<file path="src/rtl/ifu_fetch.sv">
`timescale 1ns/1ps
// ifu_fetch: instruction-fetch initiator. Issues one-word requests to the
// instruction SRAM, tags each returned word with its PC, buffers it in a
// 2-entry skid FIFO and presents the head to decode with valid/ready.
// A branch redirects the fetch stream in the same cycle, flushes the FIFO
// and kills the response that is still on its way back.
module ifu_fetch #(
  parameter int          AW       = 16,
  parameter logic [AW-1:0] RESET_PC = 16'h0000
) (
  input  logic          clk,
  input  logic          rstn,
  output logic [AW-1:0] ins_a,
  output logic          ins_e,
  input  logic [31:0]   ins,
  input  logic          branch,
  input  logic [AW-1:0] branch_pc,
  input  logic          ifu_rdy,
  output logic          ifu_vld,
  output logic [31:0]   ifu_pc,
  output logic [31:0]   ifu_ins
);

  localparam logic [AW-1:0] PC_STEP = AW'(4);

  // Fetch pointer and the single outstanding request
  logic [AW-1:0] pc;
  logic          req_vld;
  logic [AW-1:0] req_pc;

  // Skid FIFO: two slots addressed by a 1-bit read pointer plus an occupancy count
  logic [AW-1:0] buf_pc  [2];
  logic [31:0]   buf_ins [2];
  logic          rd_ptr;
  logic          wr_ptr;
  logic [1:0]    cnt;

  logic          raw_pop;
  logic          pop;
  logic          push;
  logic [2:0]    occ_after;
  logic [AW-1:0] fetch_addr;

  // Handshake qualifiers: a branch overrides both the pop and the response push
  assign raw_pop = ifu_vld & ifu_rdy;
  assign pop     = raw_pop & ~branch;
  assign push    = req_vld & ~branch;

  // Slots that would still be claimed after this edge; a new request needs one free
  assign occ_after = 3'(cnt) + 3'(req_vld) - 3'(raw_pop);

  // Same-cycle redirect bypass onto the SRAM address
  assign fetch_addr = branch ? {branch_pc[AW-1:2], 2'b00} : pc;

  // Request issue: a branch always issues because the flush frees both slots
  always_comb begin
    ins_a = fetch_addr;
    ins_e = rstn & (branch | (occ_after < 3'd2));
  end

  // Tail slot sits cnt entries past the head (wraps onto the head when full)
  assign wr_ptr = rd_ptr ^ cnt[0];

  // Decode-facing view of the FIFO head, PC zero-extended to 32 bits
  always_comb begin
    ifu_vld = (cnt != 2'd0);
    ifu_pc  = 32'(buf_pc[rd_ptr]);
    ifu_ins = buf_ins[rd_ptr];
  end

  // Fetch pointer and outstanding-request tracking
  always_ff @(posedge clk or negedge rstn) begin
    if (!rstn) begin
      pc      <= RESET_PC;
      req_vld <= 1'b0;
      req_pc  <= '0;
    end else begin
      req_vld <= ins_e;
      if (ins_e) begin
        req_pc <= fetch_addr;
        pc     <= fetch_addr + PC_STEP;
      end
    end
  end

  // FIFO occupancy and head pointer; a branch empties the buffer
  always_ff @(posedge clk or negedge rstn) begin
    if (!rstn) begin
      cnt    <= 2'd0;
      rd_ptr <= 1'b0;
    end else if (branch) begin
      cnt    <= 2'd0;
      rd_ptr <= 1'b0;
    end else begin
      cnt    <= cnt + 2'(push) - 2'(pop);
      rd_ptr <= rd_ptr ^ pop;
    end
  end

  // FIFO storage: returned word is written at the tail together with its PC
  always_ff @(posedge clk or negedge rstn) begin
    if (!rstn) begin
      for (int i = 0; i < 2; i++) begin
        buf_pc[i]  <= '0;
        buf_ins[i] <= '0;
      end
    end else if (push) begin
      buf_pc[wr_ptr]  <= req_pc;
      buf_ins[wr_ptr] <= ins;
    end
  end

endmodule

</file>
<file path="config.mk">
export PLATFORM = sky130hd
export DESIGN_NAME = ifu_fetch
export DESIGN_NICKNAME = d
export VERILOG_FILES = /design/src/rtl/ifu_fetch.sv
export SDC_FILE = /design/constraint.sdc
export NUM_CORES = 1
export LEC_CHECK = 0
export CORE_MARGIN = 1.5
export CORE_UTILIZATION = 46
export DETAILED_ROUTE_END_ITERATION = 10
export PLACE_DENSITY = 0.8
export SLEW_MARGIN = 20
export SYNTH_ARGS = -nofsm -noshare
export SYNTH_HDL_FRONTEND = slang
export SYNTH_SLANG_ARGS = --single-unit
</file>
<file path="constraint.sdc">
create_clock -name clk -period 2.8 [get_ports clk]
set_clock_uncertainty 0.05 [all_clocks]
set_input_delay 0.42 -clock clk [delete_from_list [all_inputs] [get_ports clk]]
set_output_delay 0.42 -clock clk [all_outputs]
set_load 0.05 [all_outputs]
</file>
; ---- Word-level counts from Yosys, hierarchy flattened
; Cells that the tools add are included.
[classes]
reduce_logical = 2
mux = 15
n_addsub = 5
n_bitwise = 10
order_cmp = 4
[op_table]
columns = cell, n
row1 = 32-bit two-way mux, 4
row2 = 16-bit two-way mux, 5
row3 = 64-bit bitwise mux, 1
row4 = 32-bit bitwise mux, 1
row5 = 32-bit demux with 1-bit select, 1
row6 = "16-bit by 3-bit adder with 16-bit output, second input constant", 1
row7 = 16-bit demux with 1-bit select, 1
row8 = 1-bit bitwise AND, 4
row9 = "2-bit >= comparator, second input constant", 2
row10 = 1-bit inverter with 2-bit output, 2
row11 = 2-bit by 1-bit adder with 3-bit output, 1
row12 = "3-bit by 2-bit < comparator with 1-bit output, second input constant", 1
row13 = 3-bit by 1-bit subtractor with 3-bit output, 1
row14 = 2-bit by 1-bit adder with 2-bit output, 1
row15 = "2-bit by 1-bit < comparator with 1-bit output, second input constant", 1
row16 = 2-bit two-way mux, 1
row17 = 2-bit nonzero test, 1
row18 = 2-bit by 1-bit subtractor with 2-bit output, 1
row19 = 1-bit XOR, 2
row20 = 1-bit logical AND, 1
row21 = 1-bit two-way mux, 1
row22 = 1-bit inverter, 1
row23 = 1-bit bitwise OR, 1
[totals]
output_inout_bits = 82
elab_cells = 45
reg_bits = 132

; ---- Logic depth before layout (Yosys ltp)
; Gate-level depths: netlist of run 1.
[logic_depth]
ltp_word = 7
ltp_mapped = 12
mapped_depth_nobuf = 11

; ---- Least setup slack after synthesis of run 1
; OpenSTA, ideal clock, no wires.
[synth_path]
path_type = reg2out
start = register cnt[1]
end = output ins_e
arrival_ps = 2664
slack_ps = -334
path_stages_with_launch = 11
path_cell_list = dfrtp_1 or2_2 nand2_1 inv_1 ha_1 nand2b_1 fa_1 xnor2_1 a31oi_1 clkbuf_1 inv_2
[synth_via]
elab_chain_cells = 6
elab_cells_between_ends = 7
cone_classes = 2 x add/sub / 1 x order compare / 3 x bitwise / 1 x reduce/logical
[synth_lines]
columns = item, line_no
row1 = "start, declared", 36  ; logic [1:0] cnt;
row2 = "start signal, assigned", 95  ; cnt <= cnt + 2'(push) - 2'(pop);
row3 = 2-bit nonzero test, 66  ; ifu_vld = (cnt != 2'd0);
row4 = via ifu_vld, 19  ; output logic ifu_vld,
row5 = 1-bit bitwise AND, 45  ; assign raw_pop = ifu_vld & ifu_rdy;
row6 = 3-bit by 1-bit subtractor with 3-bit output, 50  ; assign occ_after = 3'(cnt) + 3'(req_vld) - 3'(raw_pop);
row7 = 3-bit by 2-bit < comparator with 1-bit output, 58  ; ins_e = rstn & (branch | (occ_after < 3'd2));
row8 = 1-bit bitwise OR, 58
row9 = 1-bit bitwise AND, 58
row10 = "end, declared", 14  ; output logic ins_e,
; The timed path passes the listed nets, and every way through them passes these cells.

; ---- Worst setup path after layout of run 1
[layout_path]
start = register cnt[1]
end = output ins_e
[layout_via]
elab_chain_cells = 6
elab_cells_between_ends = 7
cone_classes = 2 x add/sub / 1 x order compare / 3 x bitwise / 1 x reduce/logical
[layout_lines]
columns = item, line_no
row1 = "parallel branches: the longest is 2 deep, another holds 2-bit by 1-bit adder with 3-bit output", -
row2 = 3-bit by 1-bit subtractor with 3-bit output *, 50
row3 = 3-bit by 2-bit < comparator with 1-bit output *, 58
row4 = 1-bit bitwise OR *, 58
row5 = 1-bit bitwise AND *, 58
; Mark *: on every way between the ends.

==> flow_summary.toml, run 1 <==
[setup_path]
r2r_start = "cnt[1]"
crit_path_start_kind = "register"
path_max_fanout = 2
worst_ep_required_time_ps = 2330
max_stage_delay_ps = 370
path_class = "register to output pin"
path_cells = "or2_4, nand2_2, inv_2, ha_4, nand2b_4, fa_2, xnor2_2, a31oi_4, inv_6, buf_12"
cp.buffers_inverters = 3
slowest_stage = "dfrtp_1"
r2r_cells = 11
cp.arrival_ps = 2410
critPathTopFamily = "adder cells"
startpoint = "cnt[1]"
end_kind = "output pin"
cp.depth = 10

[drt]
post_drt_wl_per_cell_um = 16.7
viasPerCell = 5.24
dr.pass1.iters = 5
drc = 0
finalWirelength_um = 13300
vias = 4179
drt-initial-drc-count = 384
detail-route-antenna-nets = 0

[logic_synthesis]
syn_avg_cell_area_um2 = 12.8
synth.area.top_cells = "dfrtp_1, mux2_2, nand2_1"
synth_top_area_cell = "dfrtp_1"
yosysMostFrequentCell = "mux2_2"
ys_ff_latch = 130
ys_seq_area_frac = 0.529
async_reset_ff_frac = 1.00
yosys-top-cells-count = "mux2_2, dfrtp_1, nand2_1"
yosys.area.top_type_share = 0.529
syn-cell-area_um2 = 6140
synth_cell_types = 44
synth_cells = 479
synth-edff-count = 0
ys_warn_count = 0
synth-main-ff-cell = "dfrtp_1"

[final_layout]
area_delta_synth_final_pct = 36.8
drive_above_1_share = 0.392
fin_nets = 666
fillerInstances = 982
diodes = 0

[timing]
worst_slack_ps = -80.4
rsz0062_at_grt = "yes"
fmax_ghz = 0.347
worst_hold_slack_ps = 109
finalSetupViolations = 1
finalCriticalPeriod_ps = 2880
period_share = 1.03
hold_viol = 0
fin_setup_tns_ps = -80.4
slew-limit-headroom = 0.366
final_max_slew_viol_count = 0
worst_slew_pin_slew_ps = 951

[floorplanning]
fp.dieH_um = 119
fp.dieW_um = 119
rows = 42
core-area_um2 = 13100
start_util = 0.468
die-area_um2 = 14100
ios = 134

[status]
violations = "negative setup slack"
status = "complete, but fails checks"

[grt]
grt_pass1_vias = 4485
antenna_found_initial = 0
grt_pass1_wl_um = 22600
globalRouteTotalUtil = 0.205
grt.overflow.total = 0
grt_max_degree = 76

[hold_path]
hold_path.class = "input port to asynchronous set/reset pin"

[cts]
clk_pin_slew_ps = 50
h-tree-depth = 4
clkLatencyLatePin_ps = 410
clock-root-buffer = "clkbuf_16"
clock-sinks = 130
cts_buffer_depth = 2
cts_buffers = 17
cts_tree = "yes"

[placed_design]
io_buffers = 115
gp_congestion = 0.875
place_hpwl_um = 9320

[power_and_ir_drop]
p_per_area_nw_per_um2 = 1430
p_leak_nw = 3.68
peakVddDrop_v = 0.000821

[job]
cap_violations = 0
## cell families (layout without fill, tap and decap cells)
logic type | count (synthesis) | count (layout) | synth area share
other | 1 | 16 | 0.000610
adder cells (fa/ha/maj) | 5 | 5 | 0.0114
AND/OR/NAND/NOR | 88 | 88 | 0.0745
multiplexers | 158 | 158 | 0.288
buffers and inverters | 52 | 180 | 0.0450
flip-flops | 130 | 130 | 0.529
XOR/XNOR | 10 | 10 | 0.0143
AO/OA/AOI/OAI | 35 | 35 | 0.0367
## worst register-to-register path, stage by stage, from the launching register on
cell      delay (ps)
dfrtp_1          370
or2_4            260
nand2_2           80
inv_2             40
ha_4             190
nand2b_4         130
fa_2             350
xnor2_2          190
a31oi_4          140
buf_4            170
or4_1            490
o211ai_1         110
## power by group
part	switching (W)	internal, W
clock	0.000772	0.00155
sequential	0.000518	0.00278
combinational	0.00360	0.00278
## layer usage
metal | up-vias | track usage | share of wire
met5 | - | 0 | 0
li1 | 1912 | - | -
met4 | 0 | 0.0836 | 0.022
met2 | 146 | 0.338 | 0.51
met3 | 20 | 0.0492 | 0.045
met1 | 2101 | 0.261 | 0.42
## area by class of cell
| cell class | count | area (um2) | area share |
|---|---|---|---|
| inverters | 11 | 46.3 | 0.00551 |
| flip-flops and latches | 130 | 3250 | 0.387 |
| repair buffers | 137 | 1520 | 0.181 |
| well taps | 176 | 220 | 0.0262 |
| multi-input cells | 312 | 2740 | 0.326 |
| clock inverters | 11 | 158 | 0.0188 |
| clock buffers | 21 | 470 | 0.0560 |
## through the flow
stage / std cells / utilization / cell area [um2] / setup slack, ps / power, W
2_1_floorplan: 494 / - / 6220 / -11.5 / 0.00754
4_1_cts: 798 / 0.639 / 8400 / -140 / 0.0121
3_5_place_dp: 765 / 0.588 / 7730 / -197 / 0.00965
6_report: 798 / 0.640 / 8400 / -80.4 / 0.0120
3_3_place_gp: 765 / 0.588 / 7730 / -120 / 0.00941
5_1_grt: 798 / 0.640 / 8400 / -170 / 0.0126
## final timing paths
| check | slack (ps) | endpoint |
|---|---|---|
| min | 110 | req_vld |
| min reg2reg | 450 | req_pc[6] |
| max reg2reg | 130 | pc[10] |
| max in group asynchronous | 1870 | buf_ins[40] |
| max | -80 | ins_e |
| min in group clk | 430 | req_vld |
## repair_timing
action                                  in CTS  in global routing
buffers inserted                             1                  0
endpoints found under the setup margin       1                 23
cloned                                       0                  0
pin swaps                                    1                  1
hold buffers                                 0                  0
resized for setup                            5                  2
## sequential cells by signal, indices dropped and copies added, names as in the netlist
register	flops
pc	16
rd_ptr	1
buf_pc	32
cnt	2
buf_ins	64
req_vld	1
req_pc	14
## placed cells by master, fill, tap and decap left out, types with 5 or more instances in the layout
cell,netlist,layout
clkinv_2,0,6
clkdlybuf4s50_1,0,91
mux2i_1,7,7
buf_12,0,20
mux2_2,151,151
dfrtp_1,130,129
nand2_1,45,44
inv_1,10,9
o31ai_1,6,6
buf_4,16,23
clkbuf_16,0,17
conb_1,1,16
nor2_1,8,7
o21ai_0,12,12
nand4_1,5,5
xnor2_1,7,6
Power figures use the tool's default switching activity.
==> run 2, diff against run 1 <==
- GPL_TIMING_DRIVEN: unset -> 0
- SLEW_MARGIN: 20 -> 10
==> flow_summary.toml, run 2 (synthesized netlist as in run 1, its figures left out) <==
[drt]
post_drt_wl_per_cell_um = 17.3
detail-route-antenna-nets = 0
dr.pass1.iters = 4
viasPerCell = 5.16
finalWirelength_um = 14300
drc = 0
vias = 4276
drt-initial-drc-count = 245

[grt]
grt.overflow.total = 0
grt_pass1_wl_um = 23200
grt_pass1_vias = 4579
grt_max_degree = 60
antenna_found_initial = 0
globalRouteTotalUtil = 0.213

[final_layout]
largest_reg_flops = 64
largest_register = "buf_ins"
final_area_um2 = 8450
drive_above_1_share = 0.391
layout_commonest_cell = "mux2_2"
post-route-util = 0.643
layout_common_cells = "mux2_2, dfrtp_1, clkdlybuf4s50_1"
reg_top3 = "buf_ins x64, buf_pc x32, pc x16"
fin_nets = 696
diodes = 0
area_delta_synth_final_pct = 37.4

[setup_path]
startpoint = "cnt[1]"
end_kind = "output pin"
max_stage_delay_ps = 400
r2r_start = "cnt[1]"
r2r_cells = 13
worst_ep_required_time_ps = 2330
r2r_slack_ps = 90
endpoint = "ins_e"
slowest_stage = "dfrtp_2"
path_max_fanout = 2
path_cells = "or2_4, nand2_4, inv_4, ha_4, nand2b_4, fa_2, xnor2_2, a31oi_2, clkbuf_8, inv_8, buf_8"
path_class = "register to output pin"
crit_path_start_kind = "register"
cp.arrival_ps = 2630
worst_r2r_endpoint = "pc[14]"

[floorplanning]
rows = 42
ios = 134
fp.dieW_um = 119
die-area_um2 = 14100
start_util = 0.468
fp.dieH_um = 119
core-area_um2 = 13100

[job]
cap_violations = 0

[placed_design]
io_buffers = 115
gp_congestion = 0.849
post_dp_cell_area_um2 = 7620
post-place-ws_ps = -979
place_hpwl_um = 9700

[timing]
worst_slew_pin_slew_ps = 1050
hold_viol = 0
rsz0062_at_grt = "yes"
fin_setup_tns_ps = -303
finalCriticalPeriod_ps = 3100
period_share = 1.11
worst_slack_ps = -303
fmax_ghz = 0.322
finalSetupViolations = 1
final_max_slew_viol_count = 0
slew-limit-headroom = 0.297

[cts]
clkLatencyLatePin_ps = 420
cts_tree = "yes"
clk_pin_slew_ps = 60
clock-root-buffer = "clkbuf_16"
h-tree-depth = 4
cts_buffers = 17
clock-sinks = 130
cts_buffer_depth = 2

[status]
status = "complete, but fails checks"
violations = "negative setup slack"

[hold_path]
hold_path.class = "input port to asynchronous set/reset pin"

[power_and_ir_drop]
p_leak_nw = 3.99
peakVddDrop_v = 0.000739
p_per_area_nw_per_um2 = 1400
==> run 2: cell types whose count changed in the layout (fill, tap and decap cells not counted), sizes merged, moves of 3 or more <==
cell | previous run | this run
clkdlybuf4s50 | 91 | 49
clkbuf | 21 | 27
dlygate4sd2 | 0 | 46
dlymetal6s2s | 0 | 11
buf | 46 | 49
inv | 11 | 14
==> run 2: worst min-delay path by stage <==
| stage | start | endpoint | slack (ps) |
|---|---|---|---|
| floorplan | rstn | buf_ins[0] | 70 |
| global placement | pc[15] | pc[15] | 410 |
| detailed placement | pc[15] | pc[15] | 420 |
| CTS | rstn | buf_pc[13] | 400 |
| global route | rstn | buf_ins[37] | 450 |
| finish | rstn | buf_pc[13] | 430 |
==> run 2: cell type report <==
class	count	area (um2)
Clock buffer	17	425
Sequential cell	130	3250
Timing Repair Buffer	126	1220
Buffer	41	288
Clock inverter	15	254
Inverter	11	51.3
Multi-Input combinational cell	312	2730
Tap cell	176	220
Fill cell	1045	4690
==> run 2: routing by layer <==
metal | GRT usage | routed length, um
met2 | 0.352 | 7230
met5 | 0 | 0
met3 | 0.0521 | 519
met4 | 0.0828 | 244
met1 | 0.271 | 6300
==> run 2: stage by stage <==
stage	power [W]	hold WS [ps]	std cells
floorplan	0.00754	74.4	494
global placement	0.00915	412	785
detailed placement	0.00936	417	786
CTS	0.0119	404	828
global route	0.0124	452	828
finish	0.0118	426	828
==> run 2: critical path, delay by kind of cell, from the launching register on <==
family                   cells  cell delay, ps
AO/OA/AOI/OAI                1             210
XOR/XNOR                     1             150
adder cells (fa/ha/maj)      2             570
buffers and inverters        4             400
flip-flops                   1             400
AND/OR/NAND/NOR              3             480
==> run 2: timing repair <==
action,4_1_cts,5_1_grt
hold buffers,3,0
hold endpoints to repair,4,0
gates resized for setup,87,35
buffers inserted,7,0
endpoints found under the setup margin,92,43
pin swaps,6,6
==> run 2: where the power goes <==
group | switching, W | internal [W] | leakage (nW)
clock | 0.000850 | 0.00168 | 0.328
sequential | 0.000506 | 0.00278 | 1.59
combinational | 0.00363 | 0.00236 | 2.07
total | 0.00499 | 0.00682 | 3.99
